--- src/rtl/multicycle_control.sv ---
// ============================================================================
//  Module   : multicycle_control
//  Brief    : Main control FSM for a multicycle MIPS datapath with
//             memory-ready stalls.
//  Revision : 1.0  initial release
// ============================================================================
`default_nettype none

module multicycle_control (
    input  logic       clk,
    input  logic       reset,
    input  logic [5:0] opcode,
    input  logic       mem_ready,
    output logic       MemRead,
    output logic       MemWrite,
    output logic       IRWrite,
    output logic       PCWrite,
    output logic       PCWriteCond,
    output logic       IorD,
    output logic       RegWrite,
    output logic       RegDst,
    output logic       MemtoReg,
    output logic       ALUSrcA,
    output logic [1:0] ALUSrcB,
    output logic [1:0] ALUOp,
    output logic [1:0] PCSource,
    output logic       illegal_op,
    output logic       instr_done,
    output logic [3:0] state
);

    localparam logic [5:0] c_OP_R    = 6'b000000;
    localparam logic [5:0] c_OP_LW   = 6'b100011;
    localparam logic [5:0] c_OP_SW   = 6'b101011;
    localparam logic [5:0] c_OP_BEQ  = 6'b000100;
    localparam logic [5:0] c_OP_ADDI = 6'b001000;
    localparam logic [5:0] c_OP_J    = 6'b000010;

    typedef enum logic [3:0] {
        S_FETCH  = 4'd0,
        S_DECODE = 4'd1,
        S_MEMADR = 4'd2,
        S_MEMRD  = 4'd3,
        S_MEMWB  = 4'd4,
        S_MEMWR  = 4'd5,
        S_EXEC   = 4'd6,
        S_ALUWB  = 4'd7,
        S_BRANCH = 4'd8,
        S_ADDIEX = 4'd9,
        S_ADDIWB = 4'd10,
        S_JUMP   = 4'd11,
        S_RST    = 4'd15
    } state_t;

    state_t r_state;

    // State register; the asynchronous reset makes every state-decoded
    // output fall to zero without waiting for a clock edge.
    always_ff @(posedge clk or posedge reset) begin
        if (reset) begin
            r_state <= S_RST;
        end else begin
            case (r_state)
                S_RST: r_state <= S_FETCH;
                S_FETCH: begin
                    if (mem_ready)
                        r_state <= S_DECODE;
                end
                S_DECODE: begin
                    case (opcode)
                        c_OP_LW,
                        c_OP_SW:   r_state <= S_MEMADR;
                        c_OP_R:    r_state <= S_EXEC;
                        c_OP_BEQ:  r_state <= S_BRANCH;
                        c_OP_ADDI: r_state <= S_ADDIEX;
                        c_OP_J:    r_state <= S_JUMP;
                        default:   r_state <= S_FETCH;
                    endcase
                end
                S_MEMADR: begin
                    if (opcode == c_OP_LW)
                        r_state <= S_MEMRD;
                    else
                        r_state <= S_MEMWR;
                end
                S_MEMRD: begin
                    if (mem_ready)
                        r_state <= S_MEMWB;
                end
                S_MEMWR: begin
                    if (mem_ready)
                        r_state <= S_FETCH;
                end
                S_EXEC:   r_state <= S_ALUWB;
                S_ADDIEX: r_state <= S_ADDIWB;
                S_MEMWB,
                S_ALUWB,
                S_BRANCH,
                S_ADDIWB,
                S_JUMP:   r_state <= S_FETCH;
                default:  r_state <= S_FETCH;
            endcase
        end
    end

    logic w_opcode_known;

    always_comb begin
        w_opcode_known = 1'b0;
        case (opcode)
            c_OP_R, c_OP_LW, c_OP_SW,
            c_OP_BEQ, c_OP_ADDI, c_OP_J: w_opcode_known = 1'b1;
            default:                     w_opcode_known = 1'b0;
        endcase
    end

    // Moore decode of the controls; the handshake-qualified strobes are the
    // only terms that look at mem_ready.
    always_comb begin
        MemRead     = 1'b0;
        MemWrite    = 1'b0;
        IRWrite     = 1'b0;
        PCWrite     = 1'b0;
        PCWriteCond = 1'b0;
        IorD        = 1'b0;
        RegWrite    = 1'b0;
        RegDst      = 1'b0;
        MemtoReg    = 1'b0;
        ALUSrcA     = 1'b0;
        ALUSrcB     = 2'b00;
        ALUOp       = 2'b00;
        PCSource    = 2'b00;
        illegal_op  = 1'b0;
        instr_done  = 1'b0;
        case (r_state)
            S_FETCH: begin
                MemRead = 1'b1;
                ALUSrcB = 2'b01;
                IRWrite = mem_ready;
                PCWrite = mem_ready;
            end
            S_DECODE: begin
                ALUSrcB    = 2'b11;
                illegal_op = ~w_opcode_known;
            end
            S_MEMADR: begin
                ALUSrcA = 1'b1;
                ALUSrcB = 2'b10;
            end
            S_MEMRD: begin
                MemRead = 1'b1;
                IorD    = 1'b1;
            end
            S_MEMWB: begin
                RegWrite   = 1'b1;
                MemtoReg   = 1'b1;
                instr_done = 1'b1;
            end
            S_MEMWR: begin
                MemWrite   = 1'b1;
                IorD       = 1'b1;
                instr_done = mem_ready;
            end
            S_EXEC: begin
                ALUSrcA = 1'b1;
                ALUOp   = 2'b10;
            end
            S_ALUWB: begin
                RegWrite   = 1'b1;
                RegDst     = 1'b1;
                instr_done = 1'b1;
            end
            S_BRANCH: begin
                ALUSrcA     = 1'b1;
                ALUOp       = 2'b01;
                PCWriteCond = 1'b1;
                PCSource    = 2'b01;
                instr_done  = 1'b1;
            end
            S_ADDIEX: begin
                ALUSrcA = 1'b1;
                ALUSrcB = 2'b10;
            end
            S_ADDIWB: begin
                RegWrite   = 1'b1;
                instr_done = 1'b1;
            end
            S_JUMP: begin
                PCWrite    = 1'b1;
                PCSource   = 2'b10;
                instr_done = 1'b1;
            end
            default: begin
                MemRead = 1'b0;
            end
        endcase
    end

    assign state = r_state;

endmodule

`default_nettype wire
--- config.mk ---
export PLATFORM = sky130hd
export DESIGN_NAME = multicycle_control
export DESIGN_NICKNAME = d
export VERILOG_FILES = /design/src/rtl/multicycle_control.sv
export SDC_FILE = /design/constraint.sdc
export NUM_CORES = 1
export LEC_CHECK = 0
export ABC_AREA = 0
export BUFFER_PORTS_ARGS = -buffer_cell sky130_fd_sc_hd__buf_2
export CAP_MARGIN = 30
export CORE_MARGIN = 4
export CORE_UTILIZATION = 42
export DETAILED_ROUTE_END_ITERATION = 12
export HOLD_SLACK_MARGIN = 0.12
export PLACE_DENSITY_LB_ADDON = 0.1
export SLEW_MARGIN = 10
export SYNTH_ARGS = -nofsm -noshare
export SYNTH_HDL_FRONTEND = slang
export SYNTH_SLANG_ARGS = --single-unit
--- constraint.sdc ---
create_clock -name clk -period 1.65 [get_ports clk]
set_input_delay 0.33 -clock clk [delete_from_list [all_inputs] [get_ports clk]]
set_output_delay 0.33 -clock clk [all_outputs]
set_load 0.03 [all_outputs]
==> summary.txt, run 1 <==
Place
  • Gp weighted congestion: just over 0.8
  • DP HPWL: between 1 and 1.5 mm
  • Pre-CTS WS: -0.05223 ns
  • Port bufs: 30

Global route
  • Largest net degree at the start of global routing: 10

Logic synthesis
  • Mapped Area: 545.5 sq um
  • Xor/xnor share of the synthesized area: 4.817%
  • Synth cell types: 27
  • Syn Inst Count: 80
  • Simple-Gate Fraction of Synth Area: between 40% and 50%
  • Largest family of logic cells by synthesized area: simple AND/OR/NAND/NOR gates
  • Post-synthesis mux area share: under 10%
  • Yosys warning count: 0
  • Syn nets: 89
  • Seq cells post-synth: 4
  • Complex-gate fraction of the synthesized area: a little under a fifth
  • Synthesized area per cell: slightly below 7 sq um
  • Sequential area share after synthesis: between 10% and 20%
  • Post-Synth Adder-Cell Area: 0%

Outcome
  • Halt Reason: [ERROR DPL-0038] Utilization greater than 100%, impossible to legalize
  • Failing step: global routing (5_1_grt)
  • Result of the run: stopped before the end

Floorplanning
  • Die Wd: about 44 microns
  • Initial Utilization: between 40% and 50%
  • IO Pins: 31
  • Placement row count: 12
  • Die Y: between 40 and 50 microns

CTS
  • CTS H-tree depth: 1
  • Total CTS buffers: 3
  • CTS sink count: 4
  • CTS Buffer Depth: 2
  • Root Driver: clkbuf_4

STA
  • Worst_ep grt: PCWrite
  • Worst endpoint type: primary output
## cell families after synthesis
logic type / count (synthesis)
AO/OA/AOI/OAI: 17
AND/OR/NAND/NOR: 44
flip-flops: 4
multiplexers: 2
XOR/XNOR: 3
buffers and inverters: 10
## what timing repair did
item / 4_1_cts
buffers inserted: 7
pin swaps: 2
hold endpoints to repair: 0
endpoints found under the setup margin: 18
resized for setup: 27
hold buffers: 0
## stage by stage
step           cells  instance area, sq um  setup TNS, ns
4_1_cts          143                  1027         -2.051
3_5_place_dp     133                 874.6       -0.09888
3_3_place_gp     133                 874.6              0
2_1_floorplan     80                 648.1        -0.6880
## cell usage after synthesis (all sizes together)
cell	n	share of area, %
a211oi	1	1.4
a21oi	4	3.7
a31oi	1	1.1
and2	1	1.1
and3	3	3.4
buf	7	7.3
dfstp	4	19
inv	3	2.1
mux2	2	4.1
nand2	5	3.4
nand2b	5	5.7
nand3	1	0.92
nand4	1	2.3
nor2	12	8.3
nor2b	1	1.1
nor3	11	12
nor4	2	2.3
o211ai	3	4.1
o21ai	5	4.6
o22a	1	1.6
o22ai	2	2.3
or2	1	1.6
or3	1	1.1
xnor2	1	1.6
xor2	2	3.2
==> run 2, diff against run 1 <==
--- a/config.mk
+++ b/config.mk
@@ -8,11 +8,10 @@
 export ABC_AREA = 0
 export BUFFER_PORTS_ARGS = -buffer_cell sky130_fd_sc_hd__buf_2
 export CAP_MARGIN = 30
-export CORE_MARGIN = 4
-export CORE_UTILIZATION = 42
+export CORE_AREA = 4 4 65 67
 export DETAILED_ROUTE_END_ITERATION = 12
-export HOLD_SLACK_MARGIN = 0.12
-export PLACE_DENSITY_LB_ADDON = 0.1
+export DIE_AREA = 0 0 69 71
+export PLACE_DENSITY_LB_ADDON = 0.15
 export SLEW_MARGIN = 10
 export SYNTH_ARGS = -nofsm -noshare
 export SYNTH_HDL_FRONTEND = slang
==> run 2 against run 1 <==
The flow now finishes, with violations (negative setup slack); synthesized cell count unchanged; synthesized area unchanged.
==> summary.txt, run 2 <==
Layout
  • Final core occ: approximately a third
  • Fill count: 404
  • Most frequent cells in the layout: buf_6, buf_4, buf_2
  • Max FFs per register: 4
  • Synth-to-layout area growth: 115.6%
  • Post-route cell area: roughly 1200 sq um
  • Layout cells sized above 1: ~65%
  • Fin nets: about 140
  • Antenna cells: 0

Logic synthesis
  • Synth top area share: 19.27% (unchanged)
  • Syn nets: 89 (unchanged)
  • Syn Inst Count: 80 (unchanged)
  • EDFF count, synth: 0 (unchanged)
  • Synth cell types: 27 (unchanged)
  • Sequential area share after synthesis: 19.27% (unchanged)
  • Top post-synthesis cells by area: dfstp_2, nor3_1, nor2_1
  • Synth async-reset ratio: 100.0% (unchanged)
  • Top_reg_cell synth: dfstp_2
  • Yosys warning count: 0 (unchanged)
  • Mapped Area: 545.5 sq um (unchanged)
  • Post-synth top area cell: dfstp_2
  • Most instantiated library cell after synthesis: nor2_1
  • Top post-synthesis cells by count: nor2_1, nor3_1
  • Seq cells post-synth: 4 (unchanged)
  • Synthesized area per cell: 6.819 sq um (unchanged)

Place
  • Port bufs: 30 (unchanged)
  • Gp weighted congestion: 0.7618 (-7.5%)
  • Cell Area, Placed: 924.6 sq um (+5.7%)
  • DP HPWL: 1.747 mm (+22%)

STA
  • Setup ws final: -0.1451 ns
  • RSZ-0062 raised after global routing: yes
  • Period utilisation layout: 108.8%
  • Post-layout min period: 1.795 ns
  • Actual slew at the worst max-slew pin: between 0.3 and 0.4 ns
  • Final Max Tran Viols: 0
  • Fin Clk Skew: slightly below 0.0003 ns
  • Final hold viol count: 0
  • Fmax: 557.1 MHz
  • Setup violations, final: 14
  • Slew headroom: roughly four fifths

CTS
  • Root Driver: clkbuf_8
  • CTS H-tree depth: 1 (unchanged)
  • Hold-fix buffers, CTS: 0 (unchanged)
  • Clock Latency Late Sink: between 0.2 and 0.25 ns
  • CTS sink count: 4 (unchanged)
  • CTS Buffer Depth: 2 (unchanged)
  • Worst-path clk slew: approximately 0.030 ns
  • Total CTS buffers: 3 (unchanged)
  • CTS tree: yes

Power
  • Leak: about 0.48 nW
  • Switch Pwr: between 0.5 and 0.6 mW
  • Pwr/cell area: 1030 nW/um^2
  • Maximum vdd ir drop: around 320 uV
  • Clock power share: approximately 16%
  • Flop pwr share: between 10% and 20%
  • Comb power frac: a little over two thirds
  • Switching Fraction: about 44%
  • Power Total: around 1.2 mW
  • Pint: a little under 0.7 mW

Global route
  • First-pass GRT wire length: between 3 and 4 mm
  • Total track usage: under 10%
  • GR Overflow Total: 0
  • Largest net degree at the start of global routing: 9
  • Initial antenna violation count: 0
  • Vias in the first global route: between 700 and 800

Min path
  • Hold Path Class: primary input to asynchronous set/reset pin

Drt
  • # DRC: 0
  • Routed WL per cell: ~12 microns
  • Vias: around 730
  • Pre-antenna DRT Iters: 4
  • Post-DRT Antenna Nets: 0
  • DRT Wirelength: 2.137 mm
  • Initial DRC count: 18
  • Number of vias per cell: between 4 and 5

Outcome
  • Failing checks: negative setup slack
  • Result of the run: finished, violations left

Floorplanning
  • Die Wd: 69 microns (+57%)
  • Core Area: ~3600 sq um
  • Full die area: 4899 sq um
  • Placement row count: 22 (+10)
  • IO Pins: 31 (unchanged)
  • Die Y: 71 microns (+61%)
  • Initial Utilization: 15.01% (-32 points)

Run
  • # Max-Cap Violations: 0

Setup path
  • Req. time, crit path: roughly 1.3 ns
  • Worst setup startpoint: state[1]$_DFFE_PP1P_
  • CP max FO: 8
  • Crit path capture type: output pin
  • Slowest cell on crit path: dfstp_2
  • Crit path cell chain: nand2b_4 -> a21oi_1 -> nor3_4 -> buf_4
  • Worst path bufs/invs: 1
  • Reg2reg start: state[3]$_DFFE_PP1P_
  • Delay-heaviest family, CP: flip-flops
  • Worst Path Arrival: 1.47 ns
  • Setup Crit Path Kind: flop to output pin
  • Flop-to-flop setup slack: between 0.1 and 0.15 ns
  • Worst Setup Start Kind: flop
  • Slowest Stage Delay on Critical Path: around 0.6 ns
## run 2: cell counts after synthesis
No cell type changed its count.
## run 2: path summary, 6_finish.rpt
kind,endpoint,cells after the start
setup / recovery,instr_done,4
hold / removal,state[2]$_DFFE_PP1P_,2
setup reg to reg,state[2]$_DFFE_PP1P_,5
hold reg to reg,state[3]$_DFFE_PP1P_,3
max in group asynchronous,state[3]$_DFFE_PP1P_,2
min in group clk,state[3]$_DFFE_PP1P_,4
## run 2: power by group through the flow
| stage | sequential, mW | clock (mW) | combinational (mW) |
|---|---|---|---|
| global route | 0.160 | 0.213 | 0.909 |
| global placement | 0.150 | 0 | 0.667 |
| floorplan | 0.172 | 0 | 0.421 |
| finish | 0.155 | 0.198 | 0.857 |
| detailed placement | 0.149 | 0 | 0.670 |
| CTS | 0.149 | 0.204 | 0.726 |
## run 2: metrics by stage
step	hold slack, ns	TNS (ns)	cells	worst slack, ns
2_1_floorplan	0.2852	-0.6880	80	-0.1399
4_1_cts	0.2102	-1.365	174	-0.1607
6_report	0.1956	-1.159	175	-0.1451
3_3_place_gp	0.4308	0	168	0.005407
3_5_place_dp	0.4351	-0.04824	168	-0.04824
5_1_grt	0.2253	-2.326	175	-0.2073
## run 2: layout make-up
cell class / instances / area (sq um) / share of cell area, %
well taps: 48 / 60.06 / 5.106
clock buffers: 3 / 41.29 / 3.511
flip-flops and latches: 4 / 105.1 / 8.936
inverters: 3 / 11.26 / 0.9574
multi-input cells: 66 / 530.5 / 45.11
repair buffers: 51 / 427.9 / 36.38
## run 2: cell families after synthesis
family	synth area share [%]
and+or+nand+nor	43.58
xor gates and xnor gates	4.817
muxes	4.128
DFF	19.27
buffers and inverters	9.402
AOI/OAI and AO/OA	18.81
## run 2: per-layer routing
metal | share of wire (%) | up-vias | track usage [%]
li1 | - | 379 | -
met1 | 48 | 332 | 11.21
met2 | 46 | 18 | 13.45
met3 | 4.8 | 2 | 1.420
met4 | 1.4 | 0 | 4.555
met5 | 0 | - | 0
## run 2: repair_timing
action,4_1_cts,5_1_grt
hold endpoints to repair,0,0
gates cloned,0,0
setup endpoints to repair,17,18
pin swaps,3,1
setup buffers,3,1
resized for setup,24,26
Note: power is estimated with default switching activity, not from simulation.
